`src/rtl/ones_cnt_pkg.sv`:
```
// rtl/ones_cnt_pkg.sv - shared types and helpers for the ones-counter scheduler
package ones_cnt_pkg;

   typedef enum logic [2:0] {IDLE, CLR, SHIFT, CAPT, RESP} state_t;

   localparam int CNT_W = 4;
   localparam int MAX_W = 16;

   // Words are zero-extended to MAX_W before counting.
   function automatic logic [CNT_W-1:0] popcount(input logic [MAX_W-1:0] w);
      logic [CNT_W-1:0] c;
      c = '0;
      for (int i = 0; i < MAX_W; i++) begin
         c = c + CNT_W'(w[i]);
      end
      return c;
   endfunction

endpackage

```
`src/rtl/rr_arbiter.sv`:
```
// rtl/rr_arbiter.sv - round-robin arbiter with rotating start pointer
module rr_arbiter #(
   parameter int N = 4
) (
   input  logic                 clk,
   input  logic                 reset,
   input  logic [N-1:0]         req,
   input  logic                 advance,
   output logic [N-1:0]         grant,
   output logic [$clog2(N)-1:0] grant_idx
);

   localparam int IW = $clog2(N);
   localparam int SW = IW + 1;

   logic [IW-1:0] ptr;
   logic [N-1:0]  rot;
   logic [SW-1:0] sum;
   logic          any;

   // rot[i] is the request at position (ptr + i) mod N; lowest set i wins.
   always_comb begin
      rot = N'({req, req} >> ptr);
      sum = '0;
      any = 1'b0;
      for (int i = N - 1; i >= 0; i--) begin
         if (rot[i]) begin
            sum = SW'(ptr) + SW'(i);
            any = 1'b1;
         end
      end
      grant_idx = (sum >= SW'(N)) ? IW'(sum - SW'(N)) : IW'(sum);
      grant     = any ? (N'(1) << grant_idx) : '0;
   end

   always_ff @(posedge clk) begin
      if (reset) begin
         ptr <= '0;
      end else if (advance) begin
         ptr <= (grant_idx == IW'(N - 1)) ? '0 : grant_idx + IW'(1);
      end
   end

endmodule

```
`src/rtl/ones_cnt_sched.sv`:
```
// rtl/ones_cnt_sched.sv - shares one serial ones-counter among NUM_REQ requesters
module ones_cnt_sched
   import ones_cnt_pkg::*;
#(
   parameter int NUM_REQ = 4,
   parameter int DATA_W  = 8
) (
   input  logic                       clk,
   input  logic                       reset,
   input  logic [NUM_REQ-1:0]         req_valid,
   input  logic [NUM_REQ*DATA_W-1:0]  req_data,
   output logic [NUM_REQ-1:0]         req_ready,
   output logic                       cnt_reset,
   output logic                       cnt_data,
   input  logic [0:3]                 cnt_count,
   output logic                       rsp_valid,
   input  logic                       rsp_ready,
   output logic [$clog2(NUM_REQ)-1:0] rsp_id,
   output logic [3:0]                 rsp_count,
   output logic                       rsp_mismatch,
   output logic                       busy
);

   localparam int ID_W  = $clog2(NUM_REQ);
   localparam int BIT_W = $clog2(DATA_W + 1);

   state_t             state, state_nx;
   logic [NUM_REQ-1:0] idle_req;
   logic [NUM_REQ-1:0] grant;
   logic [ID_W-1:0]    grant_idx;
   logic               xfer;
   logic               last_bit;
   logic [DATA_W-1:0]  sel_word;
   logic [DATA_W-1:0]  shreg;
   logic [BIT_W-1:0]   bit_idx;
   logic [CNT_W-1:0]   pop_q;
   logic [CNT_W-1:0]   cap;

   assign idle_req = req_valid & {NUM_REQ{(state == IDLE) && !reset}};

   rr_arbiter #(.N(NUM_REQ)) u_arb (
      .clk       (clk),
      .reset     (reset),
      .req       (idle_req),
      .advance   (xfer),
      .grant     (grant),
      .grant_idx (grant_idx)
   );

   assign req_ready = grant;
   assign xfer      = |grant;
   assign last_bit  = (bit_idx == BIT_W'(DATA_W - 1));

   always_comb begin
      sel_word = '0;
      for (int i = 0; i < NUM_REQ; i++) begin
         if (grant[i]) sel_word = req_data[i*DATA_W +: DATA_W];
      end
   end

   // The counter presents index 0 as its MSB; flip into MSB-at-3 order.
   always_comb begin
      cap = '0;
      for (int i = 0; i < CNT_W; i++) begin
         cap[CNT_W-1-i] = cnt_count[i];
      end
   end

   always_ff @(posedge clk) begin
      if (reset) state <= IDLE;
      else       state <= state_nx;
   end

   always_comb begin
      state_nx = state;
      unique case (state)
         IDLE:    if (xfer) state_nx = CLR;
         CLR:     state_nx = SHIFT;
         SHIFT:   if (last_bit) state_nx = CAPT;
         CAPT:    state_nx = RESP;
         RESP:    if (rsp_ready) state_nx = IDLE;
         default: state_nx = IDLE;
      endcase
   end

   always_comb begin
      cnt_reset = reset | (state == CLR);
      cnt_data  = (state == SHIFT) & shreg[0];
      rsp_valid = (state == RESP);
      busy      = (state != IDLE);
   end

   always_ff @(posedge clk) begin
      if (reset) begin
         shreg        <= '0;
         bit_idx      <= '0;
         pop_q        <= '0;
         rsp_id       <= '0;
         rsp_count    <= '0;
         rsp_mismatch <= 1'b0;
      end else begin
         unique case (state)
            IDLE: begin
               if (xfer) begin
                  shreg   <= sel_word;
                  bit_idx <= '0;
                  rsp_id  <= grant_idx;
                  pop_q   <= popcount(MAX_W'(sel_word));
               end
            end
            SHIFT: begin
               shreg   <= shreg >> 1;
               bit_idx <= bit_idx + BIT_W'(1);
            end
            CAPT: begin
               rsp_count    <= cap;
               rsp_mismatch <= (cap != pop_q);
            end
            default: ;
         endcase
      end
   end

endmodule

```
`config.mk`:
```
export PLATFORM = sky130hd
export DESIGN_NAME = ones_cnt_sched
export DESIGN_NICKNAME = d
export VERILOG_FILES = /design/src/rtl/ones_cnt_pkg.sv /design/src/rtl/rr_arbiter.sv /design/src/rtl/ones_cnt_sched.sv
export SDC_FILE = /design/constraint.sdc
export NUM_CORES = 1
export LEC_CHECK = 0
export CORE_AREA = 4 4 74 76
export CTS_CLUSTER_SIZE = 28
export DETAILED_ROUTE_END_ITERATION = 10
export DIE_AREA = 0 0 78 80
export HOLD_SLACK_MARGIN = 0.02
export MAX_ROUTING_LAYER = met4
export PLACE_DENSITY = 0.68
export SKIP_LAST_GASP = 1
export SLEW_MARGIN = 20
export SYNTH_ARGS = -nofsm -noshare
export SYNTH_HDL_FRONTEND = slang
export SYNTH_SLANG_ARGS = --single-unit
export TNS_END_PERCENT = 1
```
`constraint.sdc`:
```
create_clock -name clk -period 5.34 [get_ports clk]
set_input_delay 0.801 -clock clk [delete_from_list [all_inputs] [get_ports clk]]
set_output_delay 0.801 -clock clk [all_outputs]
set_load 0.02 [all_outputs]
```
==> results of run 1 <==
critical path, cell delays in order:
cell	delay [ns]
clkdlybuf4s50_1	0.52
nor2b_1	0.08
a211o_1	0.30
nand3_1	0.12
inv_1	0.08
ha_1	0.28
nor2b_1	0.16
o21ai_0	0.17
nand3_1	0.17
fa_1	0.60
fa_1	0.44
fa_1	0.46
inv_1	0.07
ha_1	0.16
inv_1	0.05
fa_1	0.37
xnor2_1	0.14
nand2_1	0.07
a21oi_1	0.14
cells in the final DEF (no fill, tap or decap), types with 2 or more instances in the layout:
cell             Yosys  final
a21oi_1             13     13
a2bb2oi_1            3      3
a31oi_1              4      4
and2_1               4      4
and3_1               4      4
buf_4                1      7
clkbuf_8             0      4
clkdlybuf4s50_1      0     57
dfxtp_1             28     28
fa_1                 4      4
ha_1                 8      8
inv_1               10     10
mux2i_1              4      4
nand2_1             41     41
nand3_1             15     15
nand3b_1             2      2
nand4_1              3      3
nor2_1              11     11
nor2b_1             11     11
nor3_1               3      3
o211ai_1             8      8
o21a_1               2      2
o21ai_0              9      9
o21ai_1              2      2
xnor2_1              6      6
power by group through the flow:
stage          registers [uW]  logic, uW  clock network [uW]
6_report                  253        277                 128
3_3_place_gp              257        274                   0
3_5_place_dp              257        276                   0
5_1_grt                   257        316                 144
4_1_cts                   252        279                 132
2_1_floorplan             250        195                   0
metal layers:
| layer | part of all wire | track usage | vias up |
|---|---|---|---|
| li1 | - | - | 923 |
| met3 | 0.024 | 0.0260 | 2 |
| met2 | 0.51 | 0.276 | 21 |
| met1 | 0.46 | 0.218 | 870 |
| met5 | 0 | - | - |
| met4 | 0.0053 | 0.0297 | 0 |
cell families (layout without fill, tap and decap cells):
kind of cell	after synthesis	count (layout)
AO/OA/AOI/OAI	52	52
XOR/XNOR	6	6
adder cells (fa/ha/maj)	12	12
buffers and inverters	27	78
flip-flops	28	28
multiplexers	4	4
AND/OR/NAND/NOR	107	107
metrics by stage:
stage	area (sq um)	hold WS [ns]	setup WS (ns)	total power (uW)	util
2_1_floorplan	1880	0.444	0.499	445	-
3_3_place_gp	2490	0.454	0.121	531	0.528
3_5_place_dp	2490	0.456	0.0974	533	0.528
4_1_cts	2550	0.479	0.360	664	0.540
5_1_grt	2550	0.495	0.0269	717	0.540
6_report	2550	0.475	0.367	658	0.540
cells in the mapped netlist (2+ instances only):
cell type,n
nand2_1,41
dfxtp_1,28
nand3_1,15
a21oi_1,13
nor2_1,11
nor2b_1,11
inv_1,10
o21ai_0,9
clkbuf_1,8
ha_1,8
o211ai_1,8
buf_2,6
xnor2_1,6
a31oi_1,4
and2_1,4
and3_1,4
fa_1,4
mux2i_1,4
a2bb2oi_1,3
nand4_1,3
nor3_1,3
buf_6,2
nand3b_1,2
o21a_1,2
o21ai_1,2
final timing paths:
path,start,to,depth (start not counted)
setup / recovery,req_valid[1],pop_q[2],19
hold / removal,rsp_id[1],rsp_id[1],2
setup reg to reg,state[2],pop_q[2],17
hold reg to reg,rsp_id[1],rsp_id[1],2
sequential cells by signal (all words and copies together) (netlist names):
name	flops
shreg	8
bit_idx	4
pop_q	4
rsp_count	4
state	3
rsp_id	2
u_arb.ptr	2
rsp_mismatch	1
layout make-up:
type | count | area, sq um
Multi-Input combinational cell | 181 | 1190
Sequential cell | 28 | 561
Tap cell | 67 | 83.8
Clock buffer | 4 | 55.1
Timing Repair Buffer | 64 | 623
Fill cell | 465 | 2170
Inverter | 10 | 37.5
==> impl_metrics.ini, run 1 <==
[sta]
finalCritPeriodShare = 0.931
relSlewSlack = 0.690
fin_crit_ns = 4.97
setup-tns-final_ns = 0
hold_viol_final = 0
rsz0062_at_grt = no
worst_slew_pin_slew_ns = 0.465
setup_viol = 0
fmax_mhz = 201
fin_skew_ns = 0.00695
slew_viol_final = 0

[power_and_ir_drop]
seqPwrFrac = 0.385
p_int_uw = 434
p_sw_uw = 224
clock_power_share = 0.195
power.leakage_uw = 0.000986
ir_drop_mv = 0.154
p_sw_frac = 0.340
p_per_area_mw_per_mm2 = 258
pwr-share-comb = 0.421

[clock_tree]
clockBufferDepth = 2
root_buffer = clkbuf_8
cts_buffers = 3
cts_tree = built
cts_resized = 0
post_cts_buffers = 0
cts_hold_buf = 0
cts_sinks = 28
htree_levels = 1
clock_latency_ns = 0.27
path_clk_slew_ns = 0.09

[detailed_routing]
totalWireLength_mm = 4.88
post_drt_wl_per_cell_um = 13.8
drtPass1Iterations = 4
drt_iter0_drc = 106
vias = 1816
route.detailed.drc = 0
vias_per_cell = 5.13
ant_nets = 0

[final_layout]
n_antenna_cell = 0
nNetsFinal = 343
final_layout_size_suffix_gt1_frac = 0.0697
final-instance-count-excl-fill = 354
area_growth_syn_to_layout_pct = 35.8

[setup_path]
endpoint_kind = register
crit_fanout = 9
path_class = in2reg
crit_arrival_ns = 5.18
r2r_setup_slack_ns = 0.78
worstSetupStartpointType = input pin
worstPathRequired_ns = 5.54

[floorplanning]
rows = 25
start_util = 0.398
dieWidth_um = 78
dieArea_sq_mm = 0.00624
die_y_um = 80
fp.coreArea_sq_mm = 0.00472
pin_count = 58

[synth]
synth_cells = 236
synth_xor_xnor_area_share = 0.0280
synth_compound_area_frac = 0.181
synth_ff_type = dfxtp_1
yosysWarningCount = 0
synth_top_cell_area_share = 0.298
yosysTopAreaCell = dfxtp_1
synth_area_leaders = dfxtp_1, nand2_1, ha_1
synthAdderAreaFrac = 0.0959
synth-seq-area-share = 0.298
syn_area_sq_mm = 0.00188
yosysUniqueCellTypes = 50
async_flop_share = 0
synth_top_family_by_area = simple AND/OR/NAND/NOR gates
muxShareOfSynthArea = 0.0213
avgSynthCellArea_sq_um = 7.96
synth_fp_nets = 291
synth_edf_count = 0
ys_ff_latch = 28
synth_simple_gate_area_share = 0.307

[global_routing]
first_global_vias = 1727
grtUsageTotal = 0.166
grt_max_degree = 26
grt_pass1_wl_mm = 8.27
antenna_found_initial = 0
grt_overflow = 0

[placement]
hpwl_mm = 3.74
gp_congestion = 0.818
place_inst = 350
io_buffers = 57

[job]
cap_violations = 0

[min_path]
min_path_type = reg2reg

[status]
status = finished, final reports clean
(Power assumes the default switching activity.)
==> inputs of run 2 (changes only) <==
CORE_AREA = 4 4 85 87   (was 4 4 74 76)
DIE_AREA = 0 0 89 91   (was 0 0 78 80)
PLACE_DENSITY = 0.53   (was 0.68)
SKIP_LAST_GASP = unset   (was 1)
==> impl_metrics.ini, run 2 (synthesis results as in run 1) <==
[floorplanning]
dieArea_sq_mm = 0.00810
rows = 29
dieWidth_um = 89
pin_count = 58
die_y_um = 91
fp.coreArea_sq_mm = 0.00635
start_util = 0.296

[clock_tree]
path_clk_slew_ns = 0.09
post_cts_buffers = 0
cts_tree = built
htree_levels = 1
cts_buffers = 3
root_buffer = clkbuf_8
clockBufferDepth = 2
cts_sinks = 28
cts_hold_buf = 0
cts_resized = 0
clock_latency_ns = 0.27

[global_routing]
grt_max_degree = 26
first_global_vias = 1786
antenna_found_initial = 0
grt_util_met2 = 0.219
grt_overflow = 0
grt-busiest-layer = met2
grt_pass1_wl_mm = 8.39
grtUsageTotal = 0.130
use_met1 = 0.171
use_met3 = 0.0226

[sta]
setup_viol = 0
worst_slew_pin_slew_ns = 0.483
finalCritPeriodShare = 0.929
fmax_mhz = 201
slew_viol_final = 0
fin_skew_ns = 0.00459
hold_viol_final = 0
rsz0062_at_grt = no
setup-tns-final_ns = 0
fin_crit_ns = 4.96
relSlewSlack = 0.678

[detailed_routing]
drt_iter0_drc = 80
totalWireLength_mm = 5.04
ant_nets = 0
vias = 1764
vias_per_cell = 4.85
drtPass1Iterations = 4
route.detailed.drc = 0
post_drt_wl_per_cell_um = 13.9

[setup_path]
rr_endpoint = pop_q[2]
crit_family = adder cells
worst_path_most_repeated_cell = fa_1
cp_num_cells = 19
path_cells = clkdlybuf4s50_1 -> nor2b_1 -> a211o_1 -> nand3_1 -> inv_1 -> ha_1 -> nor2_1 -> o211ai_1 -> nand3_1 -> fa_1 -> fa_1 -> fa_1 -> inv_1 -> ha_1 -> inv_1 -> fa_1 -> xnor2_1 -> nand2_1 -> a21oi_1
endpoint_kind = register
worst-path-buf-inv = 4
crit_start = req_valid[1]
path_class = in2reg
cpMaxStageDelayCell = fa_1
worstSetupStartpointType = input pin
crit_fanout = 9
crit_arrival_ns = 5.17
r2r-start = state[2]
r2r_setup_slack_ns = 0.80
critPathMaxStageDelay_ns = 0.55
critPathCapture = pop_q[2]
worstPathRequired_ns = 5.55
ff2ff_path_depth = 17

[final_layout]
fillers = 640
fin_area_sq_mm = 0.00256
largest_reg_flops = 8
n_antenna_cell = 0
final_cell_mix = clkdlybuf4s50_1, nand2_1, dfxtp_1
final-instance-count-excl-fill = 364
top_register = shreg
final_layout_size_suffix_gt1_frac = 0.0697
final_common_cell = clkdlybuf4s50_1
nNetsFinal = 343
area_growth_syn_to_layout_pct = 36.4

[placement]
place_inst = 360
hpwl_mm = 4.05
dpl_cell_area_sq_mm = 0.00251
gp_congestion = 0.779
io_buffers = 57

[status]
status = finished, final reports clean

[job]
cap_violations = 0

[power_and_ir_drop]
power.leakage_uw = 0.000986
ir_drop_mv = 0.159
p_per_area_mw_per_mm2 = 258

[min_path]
min_path_type = reg2reg
==> run 2: cell counts in the layout (fill, tap and decap cells not counted) <==
No cell type changed its count.
==> run 2: worst min-delay path by stage <==
stage,to,startpoint,cells after the start,slack (ns)
floorplan,pop_q[3],pop_q[3],2,0.44
global placement,rsp_id[1],rsp_id[1],2,0.46
detailed placement,rsp_id[1],rsp_id[1],2,0.45
CTS,rsp_id[1],rsp_id[1],2,0.47
global route,rsp_id[1],rsp_id[1],2,0.50
finish,rsp_id[1],rsp_id[1],2,0.47
==> run 2: layer usage <==
layer	vias up	routed length, um
li1	924	-
met1	821	2280
met2	17	2640
met3	2	117
met4	0	7
met5	-	0
==> run 2: final cells by class <==
class | count | area [sq um] | area share
Clock buffer | 4 | 55.1 | 0.0215
Multi-Input combinational cell | 181 | 1190 | 0.464
Timing Repair Buffer | 64 | 623 | 0.243
Sequential cell | 28 | 561 | 0.219
Tap cell | 77 | 96.3 | 0.0376
Inverter | 10 | 37.5 | 0.0146
==> run 2: worst register-to-register path: stages, from the launching register on <==
cell	delay, ns
dfxtp_1	0.45
nor4_4	0.41
o21a_1	0.20
and2_1	0.17
ha_1	0.38
nand2_1	0.09
o211ai_1	0.12
nand3_1	0.16
fa_1	0.59
fa_1	0.45
fa_1	0.46
inv_1	0.07
ha_1	0.16
inv_1	0.06
fa_1	0.37
xnor2_1	0.15
nand2_1	0.07
a21oi_1	0.13
==> run 2: where the power goes <==
group	internal (uW)	switching, uW
clock	65.9	63.0
sequential	233	20.4
combinational	137	143
==> run 2: metrics by stage <==
stage | setup slack [ns] | total power (uW) | util | hold slack, ns
CTS | 0.373 | 673 | 0.404 | 0.469
finish | 0.377 | 662 | 0.404 | 0.471
detailed placement | 0.0998 | 541 | 0.395 | 0.449
floorplan | 0.499 | 445 | - | 0.444
global route | 0.0263 | 717 | 0.404 | 0.499
global placement | 0.116 | 541 | 0.395 | 0.456
